$ cat src/rtl/dcache_ctrl.sv
// Blocking miss/writeback controller for the 4-way Dcache: arbitrates one load and one
// store port, writes back dirty victims, fetches load misses and installs lines.
module dcache_ctrl #(
  parameter int ADDR_W      = 64,
  parameter int DATA_W      = 64,
  parameter int MEM_TAG_W   = 4,
  parameter int LD_PRIORITY = 1
) (
  input  logic                 clock,
  input  logic                 reset,
  input  logic                 ld_req_valid,
  input  logic [ADDR_W-1:0]    ld_req_addr,
  output logic                 ld_req_ready,
  output logic                 ld_resp_valid,
  output logic [DATA_W-1:0]    ld_resp_data,
  input  logic                 st_req_valid,
  input  logic [ADDR_W-1:0]    st_req_addr,
  input  logic [DATA_W-1:0]    st_req_data,
  output logic                 st_req_ready,
  output logic [ADDR_W-1:0]    dc_rd1_addr,
  input  logic                 dc_rd1_hit,
  input  logic [DATA_W-1:0]    dc_rd1_data,
  output logic                 dc_wr1_en,
  output logic                 dc_wr1_from_mem,
  output logic                 dc_wr1_dirty,
  output logic                 dc_wr1_valid,
  output logic [ADDR_W-1:0]    dc_wr1_addr,
  output logic [DATA_W-1:0]    dc_wr1_data,
  input  logic                 dc_evicted_valid,
  input  logic                 dc_evicted_dirty,
  input  logic [ADDR_W-1:0]    dc_evicted_addr,
  input  logic [DATA_W-1:0]    dc_evicted_data,
  output logic [1:0]           proc2mem_command,
  output logic [ADDR_W-1:0]    proc2mem_addr,
  output logic [DATA_W-1:0]    proc2mem_data,
  input  logic [MEM_TAG_W-1:0] mem2proc_response,
  input  logic [MEM_TAG_W-1:0] mem2proc_tag,
  input  logic [DATA_W-1:0]    mem2proc_data,
  output logic                 busy
);

  localparam logic [1:0] BUS_NONE  = 2'd0;
  localparam logic [1:0] BUS_LOAD  = 2'd1;
  localparam logic [1:0] BUS_STORE = 2'd2;

  typedef enum logic [2:0] {
    S_IDLE, S_WB_REQ, S_FILL_REQ, S_FILL_WAIT, S_ALLOC, S_RESP
  } state_e;

  state_e                 state_q, state_d;
  logic                   is_ld_q, is_ld_d;
  logic [ADDR_W-1:0]      addr_q, addr_d;
  logic [DATA_W-1:0]      st_data_q, st_data_d;
  logic [ADDR_W-1:0]      vic_addr_q, vic_addr_d;
  logic [DATA_W-1:0]      vic_data_q, vic_data_d;
  logic                   vic_dirty_q, vic_dirty_d;
  logic                   vic_valid_q, vic_valid_d;
  logic [MEM_TAG_W-1:0]   tag_q, tag_d;
  logic [DATA_W-1:0]      data_q, data_d;
  logic                   resp_vld_q, resp_vld_d;

  logic                   sel_ld, sel_st;
  logic [ADDR_W-1:0]      sel_addr;
  logic                   unused_addr_lsbs;

  // Block offsets are meaningless with one 8-byte block per line.
  assign unused_addr_lsbs = ^{ld_req_addr[2:0], st_req_addr[2:0], dc_evicted_addr[2:0]};

  assign sel_ld   = ld_req_valid && ((LD_PRIORITY != 0) || !st_req_valid);
  assign sel_st   = st_req_valid && !sel_ld;
  assign sel_addr = sel_ld ? {ld_req_addr[ADDR_W-1:3], 3'b000} :
                    sel_st ? {st_req_addr[ADDR_W-1:3], 3'b000} : '0;

  assign busy          = (state_q != S_IDLE);
  assign ld_resp_valid = resp_vld_q || (state_q == S_RESP);
  assign ld_resp_data  = ld_resp_valid ? data_q : '0;

  always_comb begin
    state_d          = state_q;
    is_ld_d          = is_ld_q;
    addr_d           = addr_q;
    st_data_d        = st_data_q;
    vic_addr_d       = vic_addr_q;
    vic_data_d       = vic_data_q;
    vic_dirty_d      = vic_dirty_q;
    vic_valid_d      = vic_valid_q;
    tag_d            = tag_q;
    data_d           = data_q;
    resp_vld_d       = 1'b0;
    ld_req_ready     = 1'b0;
    st_req_ready     = 1'b0;
    dc_rd1_addr      = '0;
    dc_wr1_en        = 1'b0;
    dc_wr1_from_mem  = 1'b0;
    dc_wr1_dirty     = 1'b0;
    dc_wr1_valid     = 1'b0;
    dc_wr1_addr      = '0;
    dc_wr1_data      = '0;
    proc2mem_command = BUS_NONE;
    proc2mem_addr    = '0;
    proc2mem_data    = '0;

    // Outputs are held quiet while reset is asserted, even with requests pending.
    if (reset) begin
      case (state_q)
        S_IDLE: begin
          dc_rd1_addr = sel_addr;
          dc_wr1_addr = sel_addr;
          if (sel_ld || sel_st) begin
            ld_req_ready = sel_ld;
            st_req_ready = sel_st;
            is_ld_d      = sel_ld;
            addr_d       = sel_addr;
            st_data_d    = st_req_data;
            vic_addr_d   = {dc_evicted_addr[ADDR_W-1:3], 3'b000};
            vic_data_d   = dc_evicted_data;
            vic_dirty_d  = dc_evicted_dirty;
            vic_valid_d  = dc_evicted_valid;
            if (dc_rd1_hit) begin
              if (sel_ld) begin
                resp_vld_d = 1'b1;
                data_d     = dc_rd1_data;
              end else begin
                dc_wr1_en    = 1'b1;
                dc_wr1_dirty = 1'b1;
                dc_wr1_valid = 1'b1;
                dc_wr1_data  = st_req_data;
              end
            end else if (dc_evicted_valid && dc_evicted_dirty) begin
              state_d = S_WB_REQ;
            end else begin
              state_d = sel_ld ? S_FILL_REQ : S_ALLOC;
            end
          end
        end
        S_WB_REQ: begin
          dc_rd1_addr = addr_q;
          dc_wr1_addr = addr_q;
          if (vic_valid_q && vic_dirty_q) begin
            proc2mem_command = BUS_STORE;
            proc2mem_addr    = vic_addr_q;
            proc2mem_data    = vic_data_q;
            if (mem2proc_response != '0) state_d = is_ld_q ? S_FILL_REQ : S_ALLOC;
          end else begin
            state_d = is_ld_q ? S_FILL_REQ : S_ALLOC;
          end
        end
        S_FILL_REQ: begin
          dc_rd1_addr      = addr_q;
          dc_wr1_addr      = addr_q;
          proc2mem_command = BUS_LOAD;
          proc2mem_addr    = addr_q;
          if (mem2proc_response != '0) begin
            tag_d   = mem2proc_response;
            state_d = S_FILL_WAIT;
          end
        end
        S_FILL_WAIT: begin
          dc_rd1_addr = addr_q;
          dc_wr1_addr = addr_q;
          if ((tag_q != '0) && (mem2proc_tag == tag_q)) begin
            dc_wr1_en       = 1'b1;
            dc_wr1_from_mem = 1'b1;
            dc_wr1_valid    = 1'b1;
            dc_wr1_data     = mem2proc_data;
            data_d          = mem2proc_data;
            tag_d           = '0;
            state_d         = S_RESP;
          end
        end
        S_ALLOC: begin
          dc_rd1_addr     = addr_q;
          dc_wr1_addr     = addr_q;
          dc_wr1_en       = 1'b1;
          dc_wr1_from_mem = 1'b1;
          dc_wr1_dirty    = 1'b1;
          dc_wr1_valid    = 1'b1;
          dc_wr1_data     = st_data_q;
          state_d         = S_IDLE;
        end
        S_RESP: begin
          dc_rd1_addr = addr_q;
          dc_wr1_addr = addr_q;
          state_d     = S_IDLE;
        end
        default: state_d = S_IDLE;
      endcase
    end
  end

  always_ff @(posedge clock or negedge reset) begin
    if (!reset) begin
      state_q     <= S_IDLE;
      is_ld_q     <= 1'b0;
      addr_q      <= '0;
      st_data_q   <= '0;
      vic_addr_q  <= '0;
      vic_data_q  <= '0;
      vic_dirty_q <= 1'b0;
      vic_valid_q <= 1'b0;
      tag_q       <= '0;
      data_q      <= '0;
      resp_vld_q  <= 1'b0;
    end else begin
      state_q     <= state_d;
      is_ld_q     <= is_ld_d;
      addr_q      <= addr_d;
      st_data_q   <= st_data_d;
      vic_addr_q  <= vic_addr_d;
      vic_data_q  <= vic_data_d;
      vic_dirty_q <= vic_dirty_d;
      vic_valid_q <= vic_valid_d;
      tag_q       <= tag_d;
      data_q      <= data_d;
      resp_vld_q  <= resp_vld_d;
    end
  end

endmodule

$ cat config.mk
export PLATFORM = sky130hd
export DESIGN_NAME = dcache_ctrl
export DESIGN_NICKNAME = d
export VERILOG_FILES = /design/src/rtl/dcache_ctrl.sv
export SDC_FILE = /design/constraint.sdc
export NUM_CORES = 1
export LEC_CHECK = 0
export CORE_AREA = 4 4 335 337
export CTS_CLUSTER_DIAMETER = 150
export DETAILED_ROUTE_END_ITERATION = 10
export DIE_AREA = 0 0 339 341
export PLACE_DENSITY = 0.36
export SETUP_SLACK_MARGIN = 0.05
export SLEW_MARGIN = 0
export SYNTH_ARGS = -nofsm -noshare
export SYNTH_HDL_FRONTEND = slang
export SYNTH_SLANG_ARGS = --single-unit
$ cat constraint.sdc
create_clock -name clock -period 2.8 [get_ports clock]
set_input_delay 0.42 -clock clock [delete_from_list [all_inputs] [get_ports clock]]
set_output_delay 0.42 -clock clock [all_outputs]
set_load 0.005 [all_outputs]
# Yosys cells after proc, flatten, opt, wreduce, memory -nomap -nowiden
# Index checks and enable logic that the tools add are counted.
dict set report classes {
  n_reduce_logical 18
  muxes 59
  n_eq_ne 13
}
# op count
set ops {}
lappend ops {{$mux W64} 18}
lappend ops {{$pmux W64 S2} 3}
lappend ops {{$pmux W64 S3} 1}
lappend ops {{$mux W3} 9}
lappend ops {{$mux W1} 18}
lappend ops {{$ne A2 B2 Y1 const B} 6}
lappend ops {{$pmux W3 S4} 1}
lappend ops {{$reduce_and A6 Y1} 2}
lappend ops {{$mux W4} 2}
lappend ops {{$pmux W4 S2} 1}
lappend ops {{$reduce_bool A4 Y1} 2}
lappend ops {{$eq A3 B2 Y1 const B} 2}
lappend ops {{$eq A3 B3 Y1 const B} 2}
lappend ops {{$reduce_or A5 Y1} 1}
lappend ops {{$eq A4 B4 Y1} 1}
lappend ops {{$logic_and A1 B1 Y1} 4}
lappend ops {{$mux W2} 2}
lappend ops {{$pmux W1 S2} 2}
lappend ops {{$pmux W2 S2} 1}
lappend ops {{$reduce_and A4 Y1} 1}
lappend ops {{$reduce_bool A2 Y1} 2}
lappend ops {{$eq A3 B1 Y1 const B} 1}
lappend ops {{$logic_not A3 Y1} 1}
lappend ops {{$ne A3 B3 Y1 const B} 1}
lappend ops {{other kinds (5)} 6}
dict set report totals {
  register_bits 328
  in_bits 463
}

# Logic depth before layout (Yosys ltp)
# Gate-level depths: netlist of run 1.
dict set report logic_depth {
  depth_word 6
  ltp_mapped 9
  mapped_depth_nobuf 4
}

# Worst setup path after synthesis of run 1
# Ideal clock, no wire load.
dict set report synth_path {
  path_kind {input -> output}
  startpoint {input reset}
  endpoint {output dc_wr1_addr[53]}
  required_time_ns 2.380
  arrival_time_ns 1.932
  setup_slack_ns 0.448
  stages 8
  path_cell_list {buf_2 > or4b_1 > buf_2 > clkbuf_1 > clkbuf_1 > nor2_1 > a21o_1 > buf_4}
}
dict set report synth_between {
  elab_chain_len 1
}
# element line
set synth_rtl {}
lappend synth_rtl {{start: declaration} 10} ;# input logic reset,
lappend synth_rtl {{$mux W64} n/a}
lappend synth_rtl {{end: declaration} 27} ;# output logic [ADDR_W-1:0] dc_wr1_addr,
# No other way between the ends.

# Final worst setup path of run 1
dict set report layout_path {
  startpoint {register state_q[1]}
  endpoint {output dc_wr1_addr[41]}
}
dict set report layout_between {
  elab_chain_len 4
}
# element line
set layout_rtl {}
lappend layout_rtl {{start: declaration} 50} ;# state_e state_q, state_d;
lappend layout_rtl {{start signal: assignment} 205} ;# state_q <= state_d;
lappend layout_rtl {{$eq A3 B3 Y1, or another cell as far along} 105} ;# case (state_q)
lappend layout_rtl {{$reduce_or A5 Y1 (no line)} n/a}
lappend layout_rtl {{$pmux W64 S2 *} 105}
lappend layout_rtl {{$mux W64 *} 104} ;# if (reset) begin
# Every way passes the cells marked *; elsewhere a longest branch is shown, timed or not.

==> results of run 1 <==
-- placed cells by master, fill, tap and decap left out, drive strengths merged, types with 5 or more instances in the layout --
master           n
dlymetal6s2s    17
and2            10
diode           19
nor2b           74
clkdlybuf4s50  583
dfrtp          325
a22oi          183
nand4           65
buf            403
mux2           320
clkinv           8
inv              5
clkbuf         132
a31oi            8
a21oi           73
clkdlybuf4s15   29
nand3b           5
nor2           134
a21o           114
nand2           13
dlygate4sd2     47
and3            68
o21ai            8
conb             9
-- power by group --
part	switching (mW)	total [mW]	internal, mW
logic	5.94	13.3	7.39
registers	1.49	8.55	7.05
clock network	2.49	6.32	3.83
total	9.92	28.2	18.3
-- synth_stat cells, types with 4 or more instances --
master	count	area share, %
and3_1	68	2.4
buf_4	83	3.5
mux2_1	108	6.8
inv_1	5	0.10
nand3b_1	5	0.21
buf_1	9	0.19
a22o_1	4	0.20
o21ai_0	6	0.17
a21boi_0	4	0.17
nand4_1	65	2.3
mux2_2	212	13
dfrtp_1	325	45
nand2_1	13	0.27
a31oi_1	8	0.28
a21o_1	114	4.8
buf_2	40	1.1
nor2_1	133	2.8
a22oi_1	183	7.7
and2_1	10	0.35
clkbuf_1	97	2.0
nor2b_1	74	2.6
a21oi_1	73	2.0
-- final cells by class --
class	instances	area (µm²)	share of cell area, %
Multi-Input combinational cell	1116	9150	28.44
Sequential cell	325	8135	25.29
Timing Repair Buffer	1144	11440	35.55
Tap cell	1414	1769	5.499
Inverter	5	18.77	0.05834
Clock buffer	70	1446	4.496
Antenna cell	19	47.55	0.1478
Clock inverter	14	167.7	0.5211
-- flip-flops by register name, indices dropped and copies added, names as in the netlist --
name and cells:
st_data_q 64, vic_dirty_q 1, addr_q 61, resp_vld_q 1
tag_q 4, state_q 3, vic_valid_q 1, vic_addr_q 61
is_ld_q 1, data_q 64, vic_data_q 64
-- layer usage --
metal / up-vias / global-route usage [%] / wire length, µm
li1: 8014 / - / -
met1: 8821 / 19.72 / 41940
met2: 658 / 29.02 / 51980
met3: 145 / 5.828 / 8176
met4: 28 / 6.249 / 3041
met5: - / 0 / 184
-- cell families (layout without fill, tap and decap cells) --
kind of cell,after synthesis,in the layout
buf+inv,235,1233
other cells,1,28
xor+xnor,3,3
mux,320,320
compound gates,403,403
flops,325,325
simple gates,381,381
-- worst max-delay path by stage --
stage          slack, ns    startpoint                 to
2_1_floorplan       0.45         reset    dc_wr1_addr[53]
5_1_grt            -0.54    state_q[1]  proc2mem_data[33]
3_5_place_dp       -0.45  st_req_valid    dc_wr1_addr[12]
4_1_cts            -0.56    state_q[1]    dc_rd1_addr[23]
3_3_place_gp       -0.44  st_req_valid       dc_wr1_dirty
6_report           -0.45    state_q[1]    dc_wr1_addr[41]
-- critical path: cells and delay by family (launching register included) --
kind	cells	cell delay (ns)
DFF	1	0.46
and+or+nand+nor	2	0.69
buffers and inverters	3	0.86
AOI/OAI and AO/OA	1	0.18
-- what timing repair did --
action | 4_1_cts | 5_1_grt
buffers inserted | 36 | 50
cloned | 14 | 9
resized for setup | 449 | 369
pin swaps | 44 | 33
endpoints found under the hold margin | 72 | 1
setup endpoints to repair | 490 | 444
hold buffers | 3 | 1
-- through the flow --
step	setup TNS, ns	util [%]	power (mW)	std cells
after floorplan	0	-	14.11	1676
after global placement	-33.57	26.70	20.42	3894
after detailed placement	-36.68	26.70	20.56	3894
after CTS	-146.53	29.08	28.02	4030
after global routing	-109.16	29.55	29.90	4104
final	-69.12	29.56	28.20	4107
==> flow_summary.ini, run 1 <==
[floorplan]
die-area_um2 = 115600
core_area_um2 = 108900
die_w_um = 339
rows = 121
die_y_um = 341
io_pins = 857
initial_core_util_pct = 16.45

[power_and_ir_drop]
power_density_nw_per_um2 = 876.4
irDropWorstVdd_mv = 0.4084
p_leak_nw = 14.20

[place]
gp_congestion = 0.8357
io_buffers = 838
postPlaceCellArea_um2 = 29060
hpwl_um = 76180
place_ws_ns = -0.4523

[grt]
grt_pass1_wl_um = 142800
grt_max_degree = 106
antenna_found_initial = 37
grt_use_total_pct = 17.00
gr-total-overflow = 0
grt_pass1_vias = 18980

[critical_path]
crit_fanout = 10
slowest_stage = or4b_4
cp-end-kind = output port
slowest_delay_ns = 0.54
r2r-start = state_q[1]
path_class = register to output port
crit_path_start_kind = register
crit_chain = or4b_4 -> buf_12 -> buf_12 -> nor2_1 -> a21o_1 -> clkdlybuf4s50_1
timing.reg2reg.setup_slack_ns = 0.04
r2r_end = vic_data_q[59]
arrival_ns = 2.83
cpMostUsedCell = buf_12
required_ns = 2.38
timing.reg2reg.worst_path_depth = 6

[layout]
fillers = 11390
postLayoutCellArea_um2 = 32170
area_growth_pct = 79.64
drive_above_1_share_pct = 33.55
nNetsFinal = 3103

[sta]
fmax_ghz = 0.3079
finalHoldViolations = 0
worst_slew_pin_slew_ns = 0.9296
post-route-period-util_pct = 116.0
worst_slack_ns = -0.4483
timing.hold.ws_ns = 0.1217
min_period_ns = 3.248
fin_skew_ns = 0.02556
rsz0062_at_grt = true
slew_viol_final = 0
max_slew_margin_pct = 38.02
setup_violations = 347

[logic_synthesis]
yosysUniqueCellTypes = 44
yosys.area_share.simple_pct = 11.51
synthCells = 1668
synth-main-ff-cell = dfrtp_1
synth_xor_xnor_area_share_pct = 0.1467
ys_seq_area_share_pct = 45.41
synth_edf_count = 0
synth_compound_area_share_pct = 15.80
synth_top_family_by_area = multiplexers
yosys-mux-area-fraction_pct = 20.12
syn_area_per_cell_um2 = 10.74
yosys_warnings = 0
async_reset_ff_share_pct = 100.0
ys_ff_latch = 325
synthAdderAreaFrac_pct = 0
syn_area_um2 = 17910

[drt]
ant_nets = 0
firstDrtPassIters = 7
wl_per_cell_um = 25.64
vias = 17670
vias_per_cell = 4.301
drt_wl_total_um = 105300
drt_iter0_drc = 736
drc_errors = 0

[cts]
clk_latency_ns = 0.61
htree_levels = 2
cts_tree = yes
clk_pin_slew_ns = 0.06
cts_buffers = 48
root_buffer = clkbuf_16
clkSinkCount = 325
cts_max_path_buffers = 3

[outcome]
status = complete, but fails checks
violations = negative setup slack

[run]
drv_cap = 0

[min_path]
worst_hold_path_type = input pin to asynchronous set/reset pin
No activity file was read; power rests on OpenSTA's default activity.
==> run 2: changes to the inputs <==
Settings changed: ABC_AREA set to 1, CORE_AREA 4 4 335 337 to 4 4 329 331, DIE_AREA 0 0 339 341 to 0 0 333 335, PLACE_DENSITY 0.36 to 0.38, REMOVE_ABC_BUFFERS set to 1.
==> flow_summary.ini, run 2 <==
[drt]
firstDrtPassIters = 7
drt_wl_total_um = 113000
vias = 21150
wl_per_cell_um = 22.35
vias_per_cell = 4.183
ant_nets = 0
drt_iter0_drc = 1150
drc_errors = 0

[logic_synthesis]
synth_area_leaders = dfrtp_1, nand2_1, nor2_1
ys_seq_area_share_pct = 44.21
synthCells = 2603
async_reset_ff_share_pct = 100.0
ys_top_cells_by_count = nand2_1, nor2_1, inv_1, dfrtp_1, o21ai_0
yosysTopAreaCellShare_pct = 44.21
synth-main-ff-cell = dfrtp_1
yosys_warnings = 0
syn_area_per_cell_um2 = 7.066
synth_top_area_cell = dfrtp_1
ys_ff_latch = 325
yosys.cell_count.top_type = nand2_1
syn_area_um2 = 18390
yosysUniqueCellTypes = 25
synth_edf_count = 0

[place]
hpwl_um = 78050
placed_cells = 4743
gp_congestion = 0.7975
io_buffers = 838
place_ws_ns = -0.2209

[critical_path]
slowest_stage = dfrtp_2
crit_fanout = 8
slowest_delay_ns = 0.44
arrival_ns = 2.57
required_ns = 2.38
cp-end-kind = output port
crit_path_start_kind = register
critPathTopFamily = buffers and inverters
cp-startpoint = state_q[1]
r2r-start = state_q[1]
cp_num_buf_inv = 7
path_class = register to output port
cpMostUsedCell = buf_12
crit_chain = nor2_4 -> buf_4 -> nand2_4 -> nand3_4 -> inv_6 -> buf_12 -> buf_12 -> buf_16 -> buf_12 -> o31ai_4 -> buf_2

[cts]
cts_buffers = 44
clkSinkCount = 325
htree_levels = 2
cts_max_path_buffers = 3
cts_tree = yes
clk_latency_ns = 0.60
clk_pin_slew_ns = 0.06
root_buffer = clkbuf_16

[layout]
nNetsFinal = 4080
reg_top3 = data_q: 64 flops, st_data_q: 64 flops, vic_data_q: 64 flops
layout_common_cells = nand2_1, clkdlybuf4s50_1, nor2_1
area_growth_pct = 88.95
postLayoutCoreUtil_pct = 33.06
drive_above_1_share_pct = 26.53
final_common_cell = nand2_1
fin_cells = 5056

[outcome]
status = complete, but fails checks
violations = negative setup slack

[sta]
finalHoldViolations = 0
slew_viol_final = 0
fin_skew_ns = 0.02409
max_slew_margin_pct = 36.61
worst_slack_ns = -0.1860
rsz0062_at_grt = true
timing.hold.ws_ns = 0.2015
min_period_ns = 2.986
fmax_ghz = 0.3349
post-route-period-util_pct = 106.6
worst_slew_pin_slew_ns = 0.9509
setup_violations = 117

[grt]
grt_pass1_wl_um = 151900
gr-total-overflow = 0
antenna_found_initial = 42
grt_use_total_pct = 18.48
grt_max_degree = 142
grt_pass1_vias = 20980

[floorplan]
die_y_um = 335
io_pins = 857
rows = 119
initial_core_util_pct = 17.50
core_area_um2 = 105100
die-area_um2 = 111600
die_w_um = 333

[power_and_ir_drop]
irDropWorstVdd_mv = 0.4128
power_density_nw_per_um2 = 795.9
p_leak_nw = 18.85

[min_path]
worst_hold_path_type = input pin to asynchronous set/reset pin

[run]
drv_cap = 0
-- run 2: cell count changes after synthesis, sizes merged, moves of 57 or more --
| cell | previous run | this run |
|---|---|---|
| a21o | 114 | 0 |
| a21oi | 73 | 8 |
| a22o | 4 | 61 |
| a22oi | 183 | 61 |
| and3 | 68 | 0 |
| inv | 5 | 345 |
| mux2 | 320 | 0 |
| nand2 | 13 | 757 |
| nand3 | 0 | 75 |
| nor2 | 134 | 404 |
| nor2b | 74 | 0 |
| o21ai | 8 | 189 |
| o22ai | 0 | 64 |
-- run 2: layout make-up --
| type | count | area (µm²) |
|---|---|---|
| Antenna cell | 16 | 40.04 |
| Inverter | 346 | 1343 |
| Timing Repair Buffer | 1204 | 12300 |
| Fill cell | 11480 | 70360 |
| Clock inverter | 11 | 95.09 |
| Multi-Input combinational cell | 1695 | 9808 |
| Tap cell | 1391 | 1740 |
| Timing Repair inverter | 1 | 8.758 |
| Clock buffer | 67 | 1289 |
| Sequential cell | 325 | 8134 |
-- run 2: power by group --
part | internal, mW | total (mW) | leakage, nW | switching, mW
sequential | 6.85 | 7.87 | 4.06 | 1.02
clock | 3.26 | 5.61 | 0.684 | 2.35
combinational | 6.52 | 14.2 | 14.1 | 7.66
total | 16.6 | 27.7 | 18.8 | 11.0
-- run 2: path summary, 6_finish.rpt --
check	endpoint	slack [ns]	cells after the start
setup / recovery	dc_wr1_addr[61]	-0.19	11
hold / removal	resp_vld_q	0.20	2
setup reg to reg	data_q[25]	0.08	17
hold reg to reg	data_q[18]	0.47	2
max in group asynchronous	addr_q[13]	0.83	4
min in group clock	state_q[1]	0.29	5
-- run 2: worst register-to-register path, delay by kind of cell (launching register included) --
family | cells | cell delay (ns)
DFF | 1 | 0.44
and+or+nand+nor | 6 | 0.67
buffers and inverters | 11 | 1.56
-- run 2: kinds of logic (layout without fill, tap and decap cells) --
| logic type | count (synthesis) | count (layout) | synth area share [%] |
|---|---|---|---|
| simple gates | 1246 | 1246 | 26.20 |
| buf+inv | 591 | 1629 | 14.28 |
| compound gates | 440 | 440 | 15.28 |
| flops | 325 | 325 | 44.21 |
| other cells | 1 | 25 | 0.02039 |
-- run 2: routing by layer --
metal  part of all wire, %  GRT usage [%]
met5                  0.13              0
met2                    48          31.00
met1                    41          22.54
met3                   7.7          6.016
met4                   2.8          5.647
-- run 2: stage by stage --
step | power [mW] | setup TNS [ns] | cell area, µm²
2_1_floorplan | 12.66 | -2597.47 | 17100
3_3_place_gp | 18.22 | -11.68 | 28850
3_5_place_dp | 18.25 | -10.63 | 28850
4_1_cts | 26.26 | -84.16 | 32200
5_1_grt | 29.57 | -34.09 | 34740
6_report | 27.66 | -7.440 | 34750
-- run 2: repair_timing --
action / 4_1_cts / 5_1_grt
cloned: 18 / 20
hold buffers: 1 / 0
buffers inserted: 87 / 116
endpoints found under the setup margin: 383 / 381
endpoints found under the hold margin: 55 / 0
pin swaps: 42 / 118
resized for setup: 862 / 768
